**config.mk**
```make
export PLATFORM = sky130hd
export DESIGN_NAME = alu_rr_scheduler_flat
export DESIGN_NICKNAME = d
export VERILOG_FILES = /design/src/rtl/alu_sched_pkg.sv /design/src/rtl/alu_rr_scheduler_if.sv /design/src/rtl/rr_arbiter.sv /design/src/rtl/alu_rr_scheduler.sv /design/src/flat_wrapper.sv
export SDC_FILE = /design/constraint.sdc
export NUM_CORES = 1
export LEC_CHECK = 0
export ABC_CLOCK_PERIOD_IN_PS = 6300
export BUFFER_PORTS_ARGS = -buffer_cell sky130_fd_sc_hd__buf_2
export CAP_MARGIN = 20
export CORE_AREA = 4 4 159 161
export DETAILED_ROUTE_END_ITERATION = 16
export DIE_AREA = 0 0 163 165
export PLACE_DENSITY = 0.68
export SYNTH_ARGS = -nofsm -noshare
export SYNTH_HDL_FRONTEND = slang
export SYNTH_SLANG_ARGS = --single-unit
```
**constraint.sdc**
```tcl
create_clock -name clk -period 6.3 [get_ports clk]
set_input_delay 1.89 -clock clk [delete_from_list [all_inputs] [get_ports clk]]
set_output_delay 1.89 -clock clk [all_outputs]
set_load 0.01 [all_outputs]
```
**src/rtl/alu_sched_pkg.sv**
```systemverilog
// Shared types and helpers for the round-robin ALU scheduler.
//   op_e        : requester opcode (AND, OR, ADD, SUB)
//   ALU_SEL_*   : ALU Operation select codes (code 2'b11 is never driven)
//   state_e     : scheduler FSM states
//   alu_ctrl_t  : decoded ALU control pins
//   decode_op() : opcode -> {Operation, Binvert, CarryIn}
package alu_sched_pkg;

    typedef enum logic [1:0] {
        OP_AND = 2'b00,
        OP_OR  = 2'b01,
        OP_ADD = 2'b10,
        OP_SUB = 2'b11
    } op_e;

    localparam logic [1:0] ALU_SEL_AND = 2'b00;
    localparam logic [1:0] ALU_SEL_OR  = 2'b01;
    localparam logic [1:0] ALU_SEL_SUM = 2'b10;

    typedef enum logic [1:0] {
        IDLE = 2'b00,
        EXEC = 2'b01,
        RESP = 2'b10
    } state_e;

    typedef struct packed {
        logic [1:0] operation;
        logic       binvert;
        logic       carryin;
    } alu_ctrl_t;

    // SUB is realised as a + ~b + 1 on the adder path.
    function automatic alu_ctrl_t decode_op(input op_e op);
        alu_ctrl_t ctrl;
        ctrl = '{operation: ALU_SEL_AND, binvert: 1'b0, carryin: 1'b0};
        case (op)
            OP_AND:  ctrl = '{operation: ALU_SEL_AND, binvert: 1'b0, carryin: 1'b0};
            OP_OR:   ctrl = '{operation: ALU_SEL_OR,  binvert: 1'b0, carryin: 1'b0};
            OP_ADD:  ctrl = '{operation: ALU_SEL_SUM, binvert: 1'b0, carryin: 1'b0};
            OP_SUB:  ctrl = '{operation: ALU_SEL_SUM, binvert: 1'b1, carryin: 1'b1};
            default: ctrl = '{operation: ALU_SEL_AND, binvert: 1'b0, carryin: 1'b0};
        endcase
        return ctrl;
    endfunction

endpackage

```
**src/rtl/alu_rr_scheduler_if.sv**
```systemverilog
// Bundle of the requester, response and shared-ALU signals of the scheduler.
//   req_*   : N_REQ packed requests (valid/ready per requester, op/a/b slices)
//   resp_*  : single tagged response channel (valid/ready)
//   alu_*   : control/operands to and Result/CarryOut from the shared ALU
// Modports: slave = scheduler side, master = clients + ALU side.
interface alu_rr_scheduler_if #(
    parameter int unsigned N_REQ = 4,
    parameter int unsigned ID_W  = $clog2(N_REQ)
) ();

    logic [N_REQ-1:0]    req_valid;
    logic [N_REQ-1:0]    req_ready;
    logic [2*N_REQ-1:0]  req_op;
    logic [32*N_REQ-1:0] req_a;
    logic [32*N_REQ-1:0] req_b;

    logic                resp_valid;
    logic                resp_ready;
    logic [ID_W-1:0]     resp_id;
    logic [31:0]         resp_result;
    logic                resp_carry;

    logic [31:0]         alu_a;
    logic [31:0]         alu_b;
    logic [1:0]          alu_operation;
    logic                alu_binvert;
    logic                alu_carryin;
    logic [31:0]         alu_result;
    logic                alu_carryout;

    modport slave (
        input  req_valid, req_op, req_a, req_b, resp_ready, alu_result, alu_carryout,
        output req_ready, resp_valid, resp_id, resp_result, resp_carry,
        output alu_a, alu_b, alu_operation, alu_binvert, alu_carryin
    );

    modport master (
        output req_valid, req_op, req_a, req_b, resp_ready, alu_result, alu_carryout,
        input  req_ready, resp_valid, resp_id, resp_result, resp_carry,
        input  alu_a, alu_b, alu_operation, alu_binvert, alu_carryin
    );

endinterface

```
**src/rtl/rr_arbiter.sv**
```systemverilog
// Combinational round-robin arbiter.
//   req_i        : request vector
//   last_grant_i : index granted most recently; search starts one above it
//   grant_o      : one-hot grant (all zero when no request)
//   grant_idx_o  : binary index of the granted requester (0 when none)
module rr_arbiter #(
    parameter int unsigned N_REQ = 4,
    parameter int unsigned ID_W  = $clog2(N_REQ)
) (
    input  logic [N_REQ-1:0] req_i,
    input  logic [ID_W-1:0]  last_grant_i,
    output logic [N_REQ-1:0] grant_o,
    output logic [ID_W-1:0]  grant_idx_o
);

    logic            found;
    logic [ID_W-1:0] idx;

    // Visit last+1, last+2, ... wrapping modulo N_REQ; the first hit wins.
    always_comb begin
        grant_o     = '0;
        grant_idx_o = '0;
        found       = 1'b0;
        idx         = '0;
        for (int unsigned i = 1; i <= N_REQ; i++) begin
            idx = ID_W'((32'(last_grant_i) + i) % N_REQ);
            if (!found && req_i[idx]) begin
                grant_o[idx] = 1'b1;
                grant_idx_o  = idx;
                found        = 1'b1;
            end
        end
    end

endmodule

```
**src/rtl/alu_rr_scheduler.sv**
```systemverilog
// Shares one combinational 32-bit ALU among N_REQ requesters.
//   clk, rst_n : clock, asynchronous active-low reset
//   bus        : requester/response/ALU bundle (slave modport)
// Flow: IDLE grants one requester round-robin and registers its operands and
// decoded ALU controls; EXEC lets the ALU settle for one cycle and captures
// Result/CarryOut; RESP holds the tagged response until it is consumed.
module alu_rr_scheduler
    import alu_sched_pkg::*;
#(
    parameter int unsigned N_REQ = 4,
    parameter int unsigned ID_W  = $clog2(N_REQ)
) (
    input  logic              clk,
    input  logic              rst_n,
    alu_rr_scheduler_if.slave bus
);

    state_e          state_q;
    logic [ID_W-1:0] last_grant_q;
    logic            resp_valid_q;
    logic [ID_W-1:0] resp_id_q;
    logic [31:0]     resp_result_q;
    logic            resp_carry_q;
    logic [31:0]     alu_a_q;
    logic [31:0]     alu_b_q;
    logic [1:0]      alu_op_q;
    logic            alu_binvert_q;
    logic            alu_carryin_q;

    logic [N_REQ-1:0] grant;
    logic [ID_W-1:0]  grant_idx;
    op_e              sel_op;
    alu_ctrl_t        sel_ctrl;

    rr_arbiter #(
        .N_REQ (N_REQ),
        .ID_W  (ID_W)
    ) u_arb (
        .req_i        (bus.req_valid),
        .last_grant_i (last_grant_q),
        .grant_o      (grant),
        .grant_idx_o  (grant_idx)
    );

    assign sel_op   = op_e'(bus.req_op[2*grant_idx +: 2]);
    assign sel_ctrl = decode_op(sel_op);

    always_ff @(posedge clk or negedge rst_n) begin
        if (!rst_n) begin
            state_q       <= IDLE;
            last_grant_q  <= ID_W'(N_REQ - 1);
            resp_valid_q  <= 1'b0;
            resp_id_q     <= '0;
            resp_result_q <= '0;
            resp_carry_q  <= 1'b0;
            alu_a_q       <= '0;
            alu_b_q       <= '0;
            alu_op_q      <= ALU_SEL_AND;
            alu_binvert_q <= 1'b0;
            alu_carryin_q <= 1'b0;
        end else begin
            case (state_q)
                IDLE: begin
                    if (|bus.req_valid) begin
                        alu_a_q       <= bus.req_a[32*grant_idx +: 32];
                        alu_b_q       <= bus.req_b[32*grant_idx +: 32];
                        alu_op_q      <= sel_ctrl.operation;
                        alu_binvert_q <= sel_ctrl.binvert;
                        alu_carryin_q <= sel_ctrl.carryin;
                        last_grant_q  <= grant_idx;
                        resp_id_q     <= grant_idx;
                        state_q       <= EXEC;
                    end
                end
                EXEC: begin
                    resp_result_q <= bus.alu_result;
                    // Logic ops report no carry even though the adder still produces one.
                    resp_carry_q  <= (alu_op_q == ALU_SEL_SUM) && bus.alu_carryout;
                    resp_valid_q  <= 1'b1;
                    state_q       <= RESP;
                end
                RESP: begin
                    if (bus.resp_ready) begin
                        resp_valid_q <= 1'b0;
                        state_q      <= IDLE;
                    end
                end
                default: begin
                    resp_valid_q <= 1'b0;
                    state_q      <= IDLE;
                end
            endcase
        end
    end

    // Gated by rst_n so no grant is offered while reset is held.
    assign bus.req_ready     = (rst_n && state_q == IDLE) ? grant : '0;

    assign bus.resp_valid    = resp_valid_q;
    assign bus.resp_id       = resp_id_q;
    assign bus.resp_result   = resp_result_q;
    assign bus.resp_carry    = resp_carry_q;
    assign bus.alu_a         = alu_a_q;
    assign bus.alu_b         = alu_b_q;
    assign bus.alu_operation = alu_op_q;
    assign bus.alu_binvert   = alu_binvert_q;
    assign bus.alu_carryin   = alu_carryin_q;

endmodule

```
**src/flat_wrapper.sv**
```systemverilog
// flat-port wrapper written by rule: the top's interface ports become plain ports
module alu_rr_scheduler_flat import alu_sched_pkg::*;
#(
    parameter int unsigned N_REQ = 4,
    parameter int unsigned ID_W  = $clog2(N_REQ)
)
  (clk, rst_n, bus_req_valid, bus_req_op, bus_req_a, bus_req_b, bus_resp_ready, bus_alu_result, bus_alu_carryout, bus_req_ready, bus_resp_valid, bus_resp_id, bus_resp_result, bus_resp_carry, bus_alu_a, bus_alu_b, bus_alu_operation, bus_alu_binvert, bus_alu_carryin);
  alu_rr_scheduler_if #(.N_REQ(N_REQ), .ID_W(ID_W)) bus_i ();
  input  logic clk;
  input  logic rst_n;
  input wire logic [$bits(bus_i.req_valid)-1:0] bus_req_valid;
  input wire logic [$bits(bus_i.req_op)-1:0] bus_req_op;
  input wire logic [$bits(bus_i.req_a)-1:0] bus_req_a;
  input wire logic [$bits(bus_i.req_b)-1:0] bus_req_b;
  input wire logic [$bits(bus_i.resp_ready)-1:0] bus_resp_ready;
  input wire logic [$bits(bus_i.alu_result)-1:0] bus_alu_result;
  input wire logic [$bits(bus_i.alu_carryout)-1:0] bus_alu_carryout;
  output wire logic [$bits(bus_i.req_ready)-1:0] bus_req_ready;
  output wire logic [$bits(bus_i.resp_valid)-1:0] bus_resp_valid;
  output wire logic [$bits(bus_i.resp_id)-1:0] bus_resp_id;
  output wire logic [$bits(bus_i.resp_result)-1:0] bus_resp_result;
  output wire logic [$bits(bus_i.resp_carry)-1:0] bus_resp_carry;
  output wire logic [$bits(bus_i.alu_a)-1:0] bus_alu_a;
  output wire logic [$bits(bus_i.alu_b)-1:0] bus_alu_b;
  output wire logic [$bits(bus_i.alu_operation)-1:0] bus_alu_operation;
  output wire logic [$bits(bus_i.alu_binvert)-1:0] bus_alu_binvert;
  output wire logic [$bits(bus_i.alu_carryin)-1:0] bus_alu_carryin;
  assign bus_i.req_valid = bus_req_valid;
  assign bus_i.req_op = bus_req_op;
  assign bus_i.req_a = bus_req_a;
  assign bus_i.req_b = bus_req_b;
  assign bus_i.resp_ready = bus_resp_ready;
  assign bus_i.alu_result = bus_alu_result;
  assign bus_i.alu_carryout = bus_alu_carryout;
  assign bus_req_ready = bus_i.req_ready;
  assign bus_resp_valid = bus_i.resp_valid;
  assign bus_resp_id = bus_i.resp_id;
  assign bus_resp_result = bus_i.resp_result;
  assign bus_resp_carry = bus_i.resp_carry;
  assign bus_alu_a = bus_i.alu_a;
  assign bus_alu_b = bus_i.alu_b;
  assign bus_alu_operation = bus_i.alu_operation;
  assign bus_alu_binvert = bus_i.alu_binvert;
  assign bus_alu_carryin = bus_i.alu_carryin;
  alu_rr_scheduler #(.N_REQ(N_REQ), .ID_W(ID_W)) u_core (.clk(clk), .rst_n(rst_n), .bus(bus_i));
endmodule
```
Yosys cells after proc, flatten, opt, wreduce, memory -nomap -nowiden
Index checks and enable logic that the tools add are counted.

cells by class
  add/subtract/negate cells = 4
  order comparisons = 8
  eq/ne operators = 8
  shift operators = 3
  muxes and demuxes = 34
  bitwise operators = 4
  reductions and logical operators = 18

operators by type and width
  kind                 number
  $shiftx 128x8->32    2
  $mux 4               5
  $pmux 4 s4           1
  $lt 2x3->1 const B   4
  $mux 1               12
  $mux 2               6
  $or 4x4->4           3
  $logic_and 1x1->1    9
  $bmux 1 s2           4
  $demux 1 s2          4
  $eq 2x2->1 const B   4
  $ge 2x1->1 const B   4
  $shiftx 8x4->2       1
  $pmux 2 s3           1
  $reduce_and 2->1     3
  $add 2x1->2 const B  2
  $add 2x2->2 const B  2
  $eq 2x1->1 const B   2
  $logic_not 2->1      2
  $reduce_or 4->1      1
  $logic_not 1->1      3
  $pmux 1 s3           1
  $ne 2x1->1 const B   1
  $ne 2x2->1 const B   1
  $not 1->1            1

word-level totals
  register bits = 108
  input port bits = 304
  output and inout port bits = 108
  logic and storage cells = 90

Longest topological paths before layout
Gate-level depths: netlist (run 1).

  depth after elaboration = 16
  mapped depth = 12
  gate-level depth less buffers = 8

By module
From an unflattened synthesis (run 1), not the netlist that was laid out.

second synthesis, totals
  cell total of the unflattened synthesis = 389
  area, all modules = 6284.8 µm²

modules (own cells, without submodules)
  module            times used  cells an instance  area each (µm²)
  alu_rr_scheduler  1           321                5739.3
  rr_arbiter        1           68                 545.5

Worst setup path after synthesis (run 1)
Ideal clock, no wire load.

  path kind = input to output
  start point = input bus_req_valid[3]
  end point = output bus_req_ready[0]
  data arrival time = 3.435 ns
  required time = 4.410 ns
  path slack = 0.975 ns
  stages = 6
  cell sequence = clkbuf_1 > mux4_2 > a211oi_1 > a22o_1 > nand2_1 > a21oi_1

on the way
  longest elaborated chain between the ends = 13

ends and longest elaborated chain
  item                          RTL line                text
  start: declaration            flat_wrapper.sv:11      input wire logic [$bits(bus_i.req_valid)-1:0] bus_req_valid;
  $bmux 1 s2                    rr_arbiter.sv:27        if (!found && req_i[idx]) begin
  $mux 1 (implied by the code)  rr_arbiter.sv:27
  $mux 1                        rr_arbiter.sv:27
  $logic_not 1->1               rr_arbiter.sv:27
  $logic_and 1x1->1             rr_arbiter.sv:27
  $mux 1                        rr_arbiter.sv:27
  $logic_not 1->1               rr_arbiter.sv:27
  $logic_and 1x1->1             rr_arbiter.sv:27
  $mux 1                        rr_arbiter.sv:27
  $logic_not 1->1               rr_arbiter.sv:27
  $logic_and 1x1->1             rr_arbiter.sv:27
  $mux 4 (*)                    rr_arbiter.sv:27
  $mux 4 (*)                    alu_rr_scheduler.sv:97  assign bus.req_ready = (rst_n && state_q == IDLE) ? grant : '0;
  end: declaration              flat_wrapper.sv:18      output wire logic [$bits(bus_i.req_ready)-1:0] bus_req_ready;

Mark *: on every way between the ends. The rest lies on a longest branch, timed or not. The select of a mux whose other input is x is not followed.

Worst setup path in the final report (run 1)
Same ends and word-level chain as after synthesis.

==> Flow_metrics.wiki, run 1 <==
{| class="wikitable"
! Metric !! Value
|-
| Count of distinct cell types in the synthesized netlist || 37
|-
| Number of gates resized after cts || 0
|-
| TritonCTS clock tree || built
|-
| Worst flop-to-flop path endpoint || u_core.bus.alu_a[12]
|-
| Setup crit end || bus_req_ready[0]
|-
| Final critical delay including setup and external delays || ~5.5 ns
|-
| Unrepaired setup endpoints after global routing || no
|-
| Total global routing overflow || 0
|-
| Post-route clock period utilization || 87.8%
|-
| Library cell appearing most often on the critical path || sky130_fd_sc_hd__buf_2
|-
| Fraction of final layout cells with drive strength greater than 1 || 55.6%
|-
| Worst-case clock skew || about 0.011 ns
|-
| Data arrival time of the critical path || ~3.6 ns
|-
| Number of storage elements in the synthesis netlist || 107
|-
| Global routing met1 resource utilization || between 10% and 20%
|-
| Reg2reg setup slack || between 3 and 4 ns
|-
| Vias in the first global route || approximately 5600
|-
| Count of non-filler cells in the finished layout || around 1300
|-
| Total number of clock tree sinks || about 110
|-
| Final max-slew violation count || 0
|-
| CP cell instances || buf_2 -> mux4_2 -> a211oi_1 -> a22o_1 -> nand2_1 -> a21oi_1 -> buf_2
|-
| Crit path from || bus_req_valid[3]
|-
| Power per cell area || about 500 nW/um^2
|-
| Count of H-tree levels built during CTS || 3
|-
| Detailed Place HPWL || 16600 microns
|-
| Total wirelength of the detailed-routed design || 20400 microns
|-
| Cell count of the worst reg-to-reg path || 9
|-
| Hold crit path type || reg2reg
|-
| Post-Syn Instances || approximately 600
|-
| Max Cap Viol || 0
|-
| Slowest cell on crit path || sky130_fd_sc_hd__mux4_2
|-
| Average routed wire per standard cell || ~16 microns
|-
| Post-route setup slack || between 0.7 and 0.8 ns
|-
| Buffers inserted during post-CTS setup optimization || 0
|-
| Final weighted congestion in routability-driven placement || roughly 0.8
|-
| Share of synthesized area occupied by flip-flops and latches || 41.1%
|-
| GR met2 Demand/Resource || between 20% and 30%
|-
| Floorplan die area || between 20000 and 30000 sq um
|-
| Die Y || 165 microns
|-
| Floorplan core area || about 24000 sq um
|-
| Global router's overall resource usage || roughly 14%
|-
| Wire length of the first global-routing pass || 29400 microns
|-
| Result of the run || finished, final reports clean
|-
| Inst Count DP || between 1000 and 1500
|-
| Width of the die || between 150 and 200 microns
|-
| Number of hold-slack violations in the final timing report || 0
|-
| Post-synth EDFFs || 0
|-
| Worst supply voltage drop on vdd || ~0.3 mV
|-
| Per-instance average area after synthesis || around 11 sq um
|-
| Final count of negative-setup-slack endpoints || 0
|-
| Router iterations before antenna repair || 4
|-
| Nets || roughly 1300
|-
| Number of warnings printed during yosys synthesis || 0
|-
| Pin slew with the least headroom to its limit || roughly 1.0 ns
|-
| Met3 global-route usage || under 10%
|-
| Clock buffer depth || 2
|-
| Required time of the critical path || between 4 and 5 ns
|-
| DRC violation count after routing || 0
|-
| Most Used Layer, Global Route || met2
|-
| Initial drt markers || roughly 160
|-
| CP endpoint kind || primary output
|-
| Mean number of vias per cell || between 4 and 5
|-
| Initial standard-cell utilization of the core || a little over a quarter
|-
| Clock network latency to the later pin of the worst-skew pair || about 0.35 ns
|-
| Num rows || 57
|-
| Leading register cell type out of synthesis || sky130_fd_sc_hd__dfrtp_1
|-
| Worst relative slew slack || 31.1%
|-
| Area Overhead vs Synth || 40.9%
|-
| Hold buffer count at CTS || 0
|-
| ANT nets after route || 0
|-
| Worst R2R Start || u_core.last_grant_q[0]
|-
| Leak || about 4.8 nW
|-
| Startpoint Class || primary input
|-
| Initial antenna violation count || 2
|-
| Net count of the mapped netlist || 903
|-
| Post-placement setup slack || between 0.7 and 0.8 ns
|-
| Port-buffer cells || slightly above 400
|-
| TritonCTS Buffers || 9
|-
| Clock root cell || sky130_fd_sc_hd__clkbuf_16
|-
| Ports || between 400 and 500
|-
| Largest net degree at the start of global routing || 85
|-
| Post-synthesis cell area || roughly 6500 sq um
|-
| Total inserted antenna cells || 0
|-
| DR vias || approximately 5700
|-
| Clock input transition at the sequential cells of the worst setup and hold paths || 0.07 ns
|-
| Share of flip-flops with an asynchronous set or reset after synthesis || 100%
|-
| Largest fanout on the critical path || 9
|-
| Slowest cell delay on critical path || around 0.55 ns
|-
| Kind of critical path || in2out
|-
| Final total negative setup slack || 0 ns
|-
| Maximum achievable frequency || between 150 and 200 MHz
|}
sequential cells by signal, indices dropped and copies added, names as in the netlist:
name / cells
u_core.bus.resp_id: 2
u_core.bus.alu_binvert: 1
u_core.bus.resp_valid: 1
u_core.state_q: 2
u_core.bus.resp_result: 32
u_core.bus.alu_b: 32
u_core.bus.alu_operation: 2
u_core.bus.alu_a: 32
u_core.bus.resp_carry: 1
u_core.last_grant_q: 2
where the power goes:
group | internal (mW) | switching, mW | total, mW
Sequential | 1.05 | 0.205 | 1.26
Combinational | 1.42 | 1.46 | 2.88
Clock | 0.316 | 0.274 | 0.590
Total | 2.79 | 1.94 | 4.73
per-stage QoR:
stage / utilization (%) / instance area (sq um) / hold slack (ns) / total power [mW]
after global placement: 37.0 / 8870 / 0.460 / 4.13
after floorplan: - / 6530 / 0.489 / 3.33
after global routing: 38.4 / 9200 / 0.501 / 5.10
after CTS: 38.3 / 9180 / 0.482 / 4.79
final: 38.4 / 9200 / 0.474 / 4.73
after detailed placement: 37.0 / 8870 / 0.465 / 4.18
worst min-delay path by stage:
stage	start	to	slack, ns	depth (start not counted)
final	u_core.bus.resp_valid	u_core.bus.resp_valid	0.47	1
after global routing	u_core.bus.resp_valid	u_core.bus.resp_valid	0.50	1
after CTS	u_core.bus.resp_valid	u_core.bus.resp_valid	0.48	1
after detailed placement	u_core.bus.alu_a[10]	u_core.bus.alu_a[10]	0.46	2
after global placement	u_core.bus.resp_id[1]	u_core.bus.resp_id[1]	0.46	2
after floorplan	u_core.state_q[1]	u_core.state_q[1]	0.49	1
synthesized netlist by cell type, types with 2 or more instances:
library cell | number | area share, %
sky130_fd_sc_hd__o22ai_1 | 3 | 0.29
sky130_fd_sc_hd__mux2_2 | 89 | 15
sky130_fd_sc_hd__dfrtp_1 | 105 | 40
sky130_fd_sc_hd__a21oi_1 | 7 | 0.54
sky130_fd_sc_hd__a22o_1 | 4 | 0.54
sky130_fd_sc_hd__nor2_1 | 5 | 0.29
sky130_fd_sc_hd__buf_2 | 14 | 1.1
sky130_fd_sc_hd__clkbuf_4 | 3 | 0.35
sky130_fd_sc_hd__buf_4 | 4 | 0.46
sky130_fd_sc_hd__mux2_4 | 10 | 2.3
sky130_fd_sc_hd__ha_1 | 8 | 1.5
sky130_fd_sc_hd__mux4_2 | 2 | 0.69
sky130_fd_sc_hd__o21ai_1 | 50 | 3.8
sky130_fd_sc_hd__buf_6 | 3 | 0.52
sky130_fd_sc_hd__nand2b_1 | 3 | 0.29
sky130_fd_sc_hd__nand2_1 | 80 | 4.6
sky130_fd_sc_hd__clkbuf_1 | 20 | 1.2
sky130_fd_sc_hd__inv_1 | 4 | 0.23
sky130_fd_sc_hd__o21ai_0 | 21 | 1.6
sky130_fd_sc_hd__mux2i_1 | 135 | 21
sky130_fd_sc_hd__a22oi_1 | 4 | 0.46
sky130_fd_sc_hd__dfstp_2 | 2 | 0.81
cell families after synthesis:
family | Yosys count | synth area share (%)
AOI/OAI and AO/OA | 96 | 8.59
buffers and inverters | 50 | 3.89
and+or+nand+nor | 94 | 5.87
DFF | 107 | 41.1
adders and majority gates | 8 | 1.53
muxes | 236 | 39.1
critical path: cells and delay by family:
family / cells / cell delay (ns)
compound gates: 3 / 0.81
simple gates: 1 / 0.06
buf+inv: 2 / 0.33
mux: 1 / 0.55
area by class of cell:
| class | instances | area, sq um |
|---|---|---|
| fill | 2438 | 14800 |
| clock buffer | 9 | 225 |
| inverter | 5 | 18.8 |
| timing repair buffer | 417 | 2150 |
| tap | 324 | 405 |
| clock inverter | 7 | 82.6 |
| sequential | 107 | 2680 |
| multi-input combinational | 434 | 3630 |
routing by layer:
metal	share of wire [%]	vias to the layer above
met2	52	252
li1	-	2879
met4	0.96	4
met5	0.13	-
met3	9.1	14
met1	38	2585
layout by cell type (no fill, tap or decap), types with 5 or more instances in the layout:
master / instances
sky130_fd_sc_hd__ha_1: 8
sky130_fd_sc_hd__dfrtp_1: 105
sky130_fd_sc_hd__clkbuf_16: 9
sky130_fd_sc_hd__mux2i_1: 135
sky130_fd_sc_hd__nor2_1: 5
sky130_fd_sc_hd__mux2_4: 10
sky130_fd_sc_hd__nand2_1: 80
sky130_fd_sc_hd__o21ai_0: 21
sky130_fd_sc_hd__o21ai_1: 50
sky130_fd_sc_hd__a21oi_1: 7
sky130_fd_sc_hd__buf_2: 410
sky130_fd_sc_hd__mux2_2: 89
Power figures use the tool's default switching activity.
==> inputs of run 2 (changes only) <==
--- a/config.mk
+++ b/config.mk
@@ -5,13 +5,14 @@
 export SDC_FILE = /design/constraint.sdc
 export NUM_CORES = 1
 export LEC_CHECK = 0
+export ABC_AREA = 1
 export ABC_CLOCK_PERIOD_IN_PS = 6300
 export BUFFER_PORTS_ARGS = -buffer_cell sky130_fd_sc_hd__buf_2
 export CAP_MARGIN = 20
-export CORE_AREA = 4 4 159 161
+export CORE_AREA = 4 4 156 158
 export DETAILED_ROUTE_END_ITERATION = 16
-export DIE_AREA = 0 0 163 165
-export PLACE_DENSITY = 0.68
+export DIE_AREA = 0 0 160 162
+export PLACE_DENSITY = 0.7
 export SYNTH_ARGS = -nofsm -noshare
 export SYNTH_HDL_FRONTEND = slang
 export SYNTH_SLANG_ARGS = --single-unit
==> Flow_metrics.wiki, run 2 <==
{| class="wikitable"
! Metric !! Value
|-
| Most common library cell in the layout ignoring fill and taps || sky130_fd_sc_hd__nand2_1
|-
| Number of gates resized after cts || 0 (unchanged)
|-
| Most used cells in the layout excluding fill and tap cells || sky130_fd_sc_hd__nand2_1, sky130_fd_sc_hd__buf_2, sky130_fd_sc_hd__nand3_1
|-
| Most repeated cell in the gate-level netlist after synthesis || sky130_fd_sc_hd__nand2_1
|-
| Worst supply voltage drop on vdd || 0.502 mV (+71%)
|-
| Seq pwr share || 19.3% (-7.3 points)
|-
| Depth of the worst hold-timing path || 2 (+1)
|-
| Clock network latency to the later pin of the worst-skew pair || 0.35 ns (about the same)
|-
| Leak || 5.34 nW (+12%)
|-
| Required time of the critical path || 4.41 ns (about the same)
|-
| Width of the die || 160 microns (-1.8%)
|-
| TritonCTS Buffers || 9 (unchanged)
|-
| Worst-case clock skew || 0.0102 ns (-0.000987 ns)
|-
| Final count of negative-setup-slack endpoints || 0 (unchanged)
|-
| Floorplan die area || 25900 sq um (-3.6%)
|-
| Num rows || 56 (-1.8%)
|-
| Kind of critical path || in2out
|-
| Total number of clock tree sinks || 107 (unchanged)
|-
| Worst min-delay path startpoint || u_core.bus.resp_result[30]
|-
| Post-route setup slack || 1.26 ns (+0.488 ns)
|-
| Hold crit path type || reg2reg
|-
| Post-route clock period utilization || 80.1% (-7.7 points)
|-
| Area share of the largest cell type after synthesis || 39.5% (-0.80 points)
|-
| Average routed wire per standard cell || 15.5 microns (-1.2%)
|-
| Cell count of the worst reg-to-reg path || 16 (+7)
|-
| Cell types with the highest counts after synthesis || sky130_fd_sc_hd__nand2_1, sky130_fd_sc_hd__nand3_1, sky130_fd_sc_hd__dfrtp_1, sky130_fd_sc_hd__clkbuf_1, sky130_fd_sc_hd__inv_1
|-
| Global router's overall resource usage || 18.7% (+4.8 points)
|-
| Count of distinct cell types in the synthesized netlist || 31 (-16%)
|-
| Max Cap Viol || 0 (unchanged)
|-
| Worst relative slew slack || 27.9% (-3.2 points)
|-
| Area leader, netlist || sky130_fd_sc_hd__dfrtp_1
|-
| ANT nets after route || 0 (unchanged)
|-
| Clock network power share || 9.0% (-3.5 points)
|-
| Hold Crit Endpoint || u_core.bus.resp_result[30]
|-
| Share of synthesized area occupied by flip-flops and latches || 40.2% (-0.82 points)
|-
| DRC violation count after routing || 0 (unchanged)
|-
| Share of power burned in combinational logic || 71.7% (+11 points)
|-
| Hold Worst Slack || 0.472 ns (-0.00252 ns)
|-
| Largest net degree at the start of global routing || 81 (-4.7%)
|-
| Hold buffer count at CTS || 0 (unchanged)
|-
| Post-synthesis cell area || 6660 sq um (+2.0%)
|-
| Final weighted congestion in routability-driven placement || 0.903 (+10%)
|-
| Number of warnings printed during yosys synthesis || 0 (unchanged)
|-
| Largest fanout on the critical path || 8 (-1)
|-
| Router iterations before antenna repair || 5 (+1)
|-
| Filler cell count in the final layout || 2487 (+2.0%)
|-
| Worst R2R Start || u_core.last_grant_q[0]
|-
| Vias in the first global route || 7392 (+32%)
|-
| Reg2reg setup slack || 2.31 ns (-0.78 ns)
|-
| Mean number of vias per cell || 4.75 (+8.0%)
|-
| Detailed Place HPWL || 19500 microns (+18%)
|-
| Pin slew with the least headroom to its limit || 1.08 ns (+0.0469 ns)
|-
| TritonCTS clock tree || built
|-
| Unrepaired setup endpoints after global routing || no
|-
| Inst Count DP || 1642 (+28%)
|-
| Initial drt markers || 550 (+240%)
|-
| Post-synth EDFFs || 0 (unchanged)
|-
| Port-buffer cells || 411 (unchanged)
|-
| Result of the run || finished, final reports clean
|-
| Number of hold-slack violations in the final timing report || 0 (unchanged)
|-
| Initial standard-cell utilization of the core || 28.8% (+1.6 points)
|-
| Startpoint Class || primary input
|-
| Worst flop-to-flop path endpoint || u_core.bus.alu_a[8]
|-
| Psw || 3.71 mW (+91%)
|-
| Clock buffer depth || 2 (unchanged)
|-
| Final critical delay including setup and external delays || 5.04 ns (-0.488 ns)
|-
| Internal cell power || 2.90 mW (+4.0%)
|-
| Buffers inserted during post-CTS setup optimization || 0 (unchanged)
|-
| Wire length of the first global-routing pass || 39100 microns (+33%)
|-
| Data arrival time of the critical path || 3.15 ns (-0.49 ns)
|-
| Maximum achievable frequency || 198 MHz (+9.7%)
|-
| Die Y || 162 microns (-1.8%)
|-
| Net count of the mapped netlist || 1306 (+45%)
|-
| Clock input transition at the sequential cells of the worst setup and hold paths || 0.07 ns (about the same)
|-
| Post-placement setup slack || 1.25 ns (+0.462 ns)
|-
| Clock root cell || sky130_fd_sc_hd__clkbuf_16
|-
| Area Overhead vs Synth || 36.9%
|-
| CP endpoint kind || primary output
|-
| Leading register cell type out of synthesis || sky130_fd_sc_hd__dfrtp_1
|-
| Power per cell area || 725 nW/um^2 (+41%)
|-
| Count of H-tree levels built during CTS || 3 (unchanged)
|-
| Post-Syn Instances || 994 (+68%)
|-
| Final max-slew violation count || 0 (unchanged)
|-
| Synth top area cells || sky130_fd_sc_hd__dfrtp_1, sky130_fd_sc_hd__nand2_1, sky130_fd_sc_hd__nand3_1, sky130_fd_sc_hd__buf_6, sky130_fd_sc_hd__clkbuf_1
|-
| Nets || 1675 (+30%)
|-
| Share of flip-flops with an asynchronous set or reset after synthesis || 100% (unchanged)
|-
| Fraction of final layout cells with drive strength greater than 1 || 34.0% (-22 points)
|-
| Ports || 412 (unchanged)
|-
| DR vias || 7884 (+37%)
|-
| Per-instance average area after synthesis || 6.70 sq um (-39%)
|-
| Total wirelength of the detailed-routed design || 25600 microns (+26%)
|-
| Switching share of power || 56.1% (+15 points)
|-
| Share of the core filled with cells || 39.4% (+1.1 points)
|-
| Final total negative setup slack || 0 ns (unchanged)
|-
| Initial antenna violation count || 4 (+2)
|-
| Count of non-filler cells in the finished layout || 1659 (+27%)
|-
| Floorplan core area || 23100 sq um (-3.5%)
|-
| Number of storage elements in the synthesis netlist || 107 (unchanged)
|-
| Total global routing overflow || 0 (unchanged)
|}
run 2: worst max-delay path by stage:
| stage | startpoint | endpoint | slack, ns | depth (start not counted) |
|---|---|---|---|---|
| 2_1_floorplan | bus_req_valid[2] | bus_req_ready[0] | 1.63 | 11 |
| 6_report | bus_req_valid[2] | bus_req_ready[2] | 1.26 | 13 |
| 5_1_grt | bus_req_valid[2] | bus_req_ready[0] | 1.14 | 13 |
| 3_3_place_gp | bus_req_valid[2] | bus_req_ready[0] | 1.29 | 13 |
| 4_1_cts | bus_req_valid[2] | bus_req_ready[2] | 1.26 | 13 |
| 3_5_place_dp | bus_req_valid[2] | bus_req_ready[2] | 1.25 | 13 |
run 2: power by group through the flow:
stage                     clock network, mW  logic (mW)  registers [mW]
final                                 0.596        4.74            1.28
after global routing                  0.650        5.35            1.32
after CTS                             0.620        4.78            1.28
after detailed placement                  0        4.78            1.28
after global placement                    0        4.69            1.28
after floorplan                           0        3.45            1.41
run 2: per-layer routing:
layer | up-vias | GRT usage [%] | wire length, microns
met5 | - | 0 | 0
met4 | 0 | 5.44 | 554
li1 | 3895 | - | -
met3 | 36 | 4.62 | 2060
met1 | 3601 | 23.1 | 10500
met2 | 352 | 32.6 | 12600
run 2: cell type report:
type	count	area [sq um]	share of cell area [%]
Clock buffer	9	225	2.47
Multi-Input combinational cell	792	3480	38.2
Timing Repair Buffer	422	2150	23.6
Antenna cell	1	2.50	0.0274
Sequential cell	107	2680	29.4
Clock inverter	7	83.8	0.919
Inverter	31	124	1.36
Tap cell	290	363	3.98
run 2: per-stage QoR:
stage,power (mW),cell area (sq um)
floorplan,4.86,6660
global placement,5.97,8810
detailed placement,6.06,8810
CTS,6.67,9110
global route,7.32,9120
finish,6.61,9120
run 2: cell families (layout without fill, tap and decap cells):
kind of cell / count (synthesis) / after routing / share of synthesized area (%)
adder cells (fa/ha/maj): 8 / 8 / 1.50
other: 0 / 1 / 0
flip-flops: 107 / 107 / 40.2
AND/OR/NAND/NOR: 769 / 769 / 49.2
AO/OA/AOI/OAI: 15 / 15 / 1.37
buffers and inverters: 95 / 469 / 7.72
run 2: worst max-delay path, stage by stage:
cell,delay [ns]
sky130_fd_sc_hd__buf_2,0.11
sky130_fd_sc_hd__inv_1,0.06
sky130_fd_sc_hd__nand2_1,0.08
sky130_fd_sc_hd__nand3_2,0.12
sky130_fd_sc_hd__nand2_4,0.12
sky130_fd_sc_hd__nor2_8,0.16
sky130_fd_sc_hd__nand3_2,0.15
sky130_fd_sc_hd__inv_1,0.11
sky130_fd_sc_hd__nand2_1,0.06
sky130_fd_sc_hd__nand3_1,0.06
sky130_fd_sc_hd__nand2_1,0.05
sky130_fd_sc_hd__inv_1,0.06
sky130_fd_sc_hd__buf_2,0.13
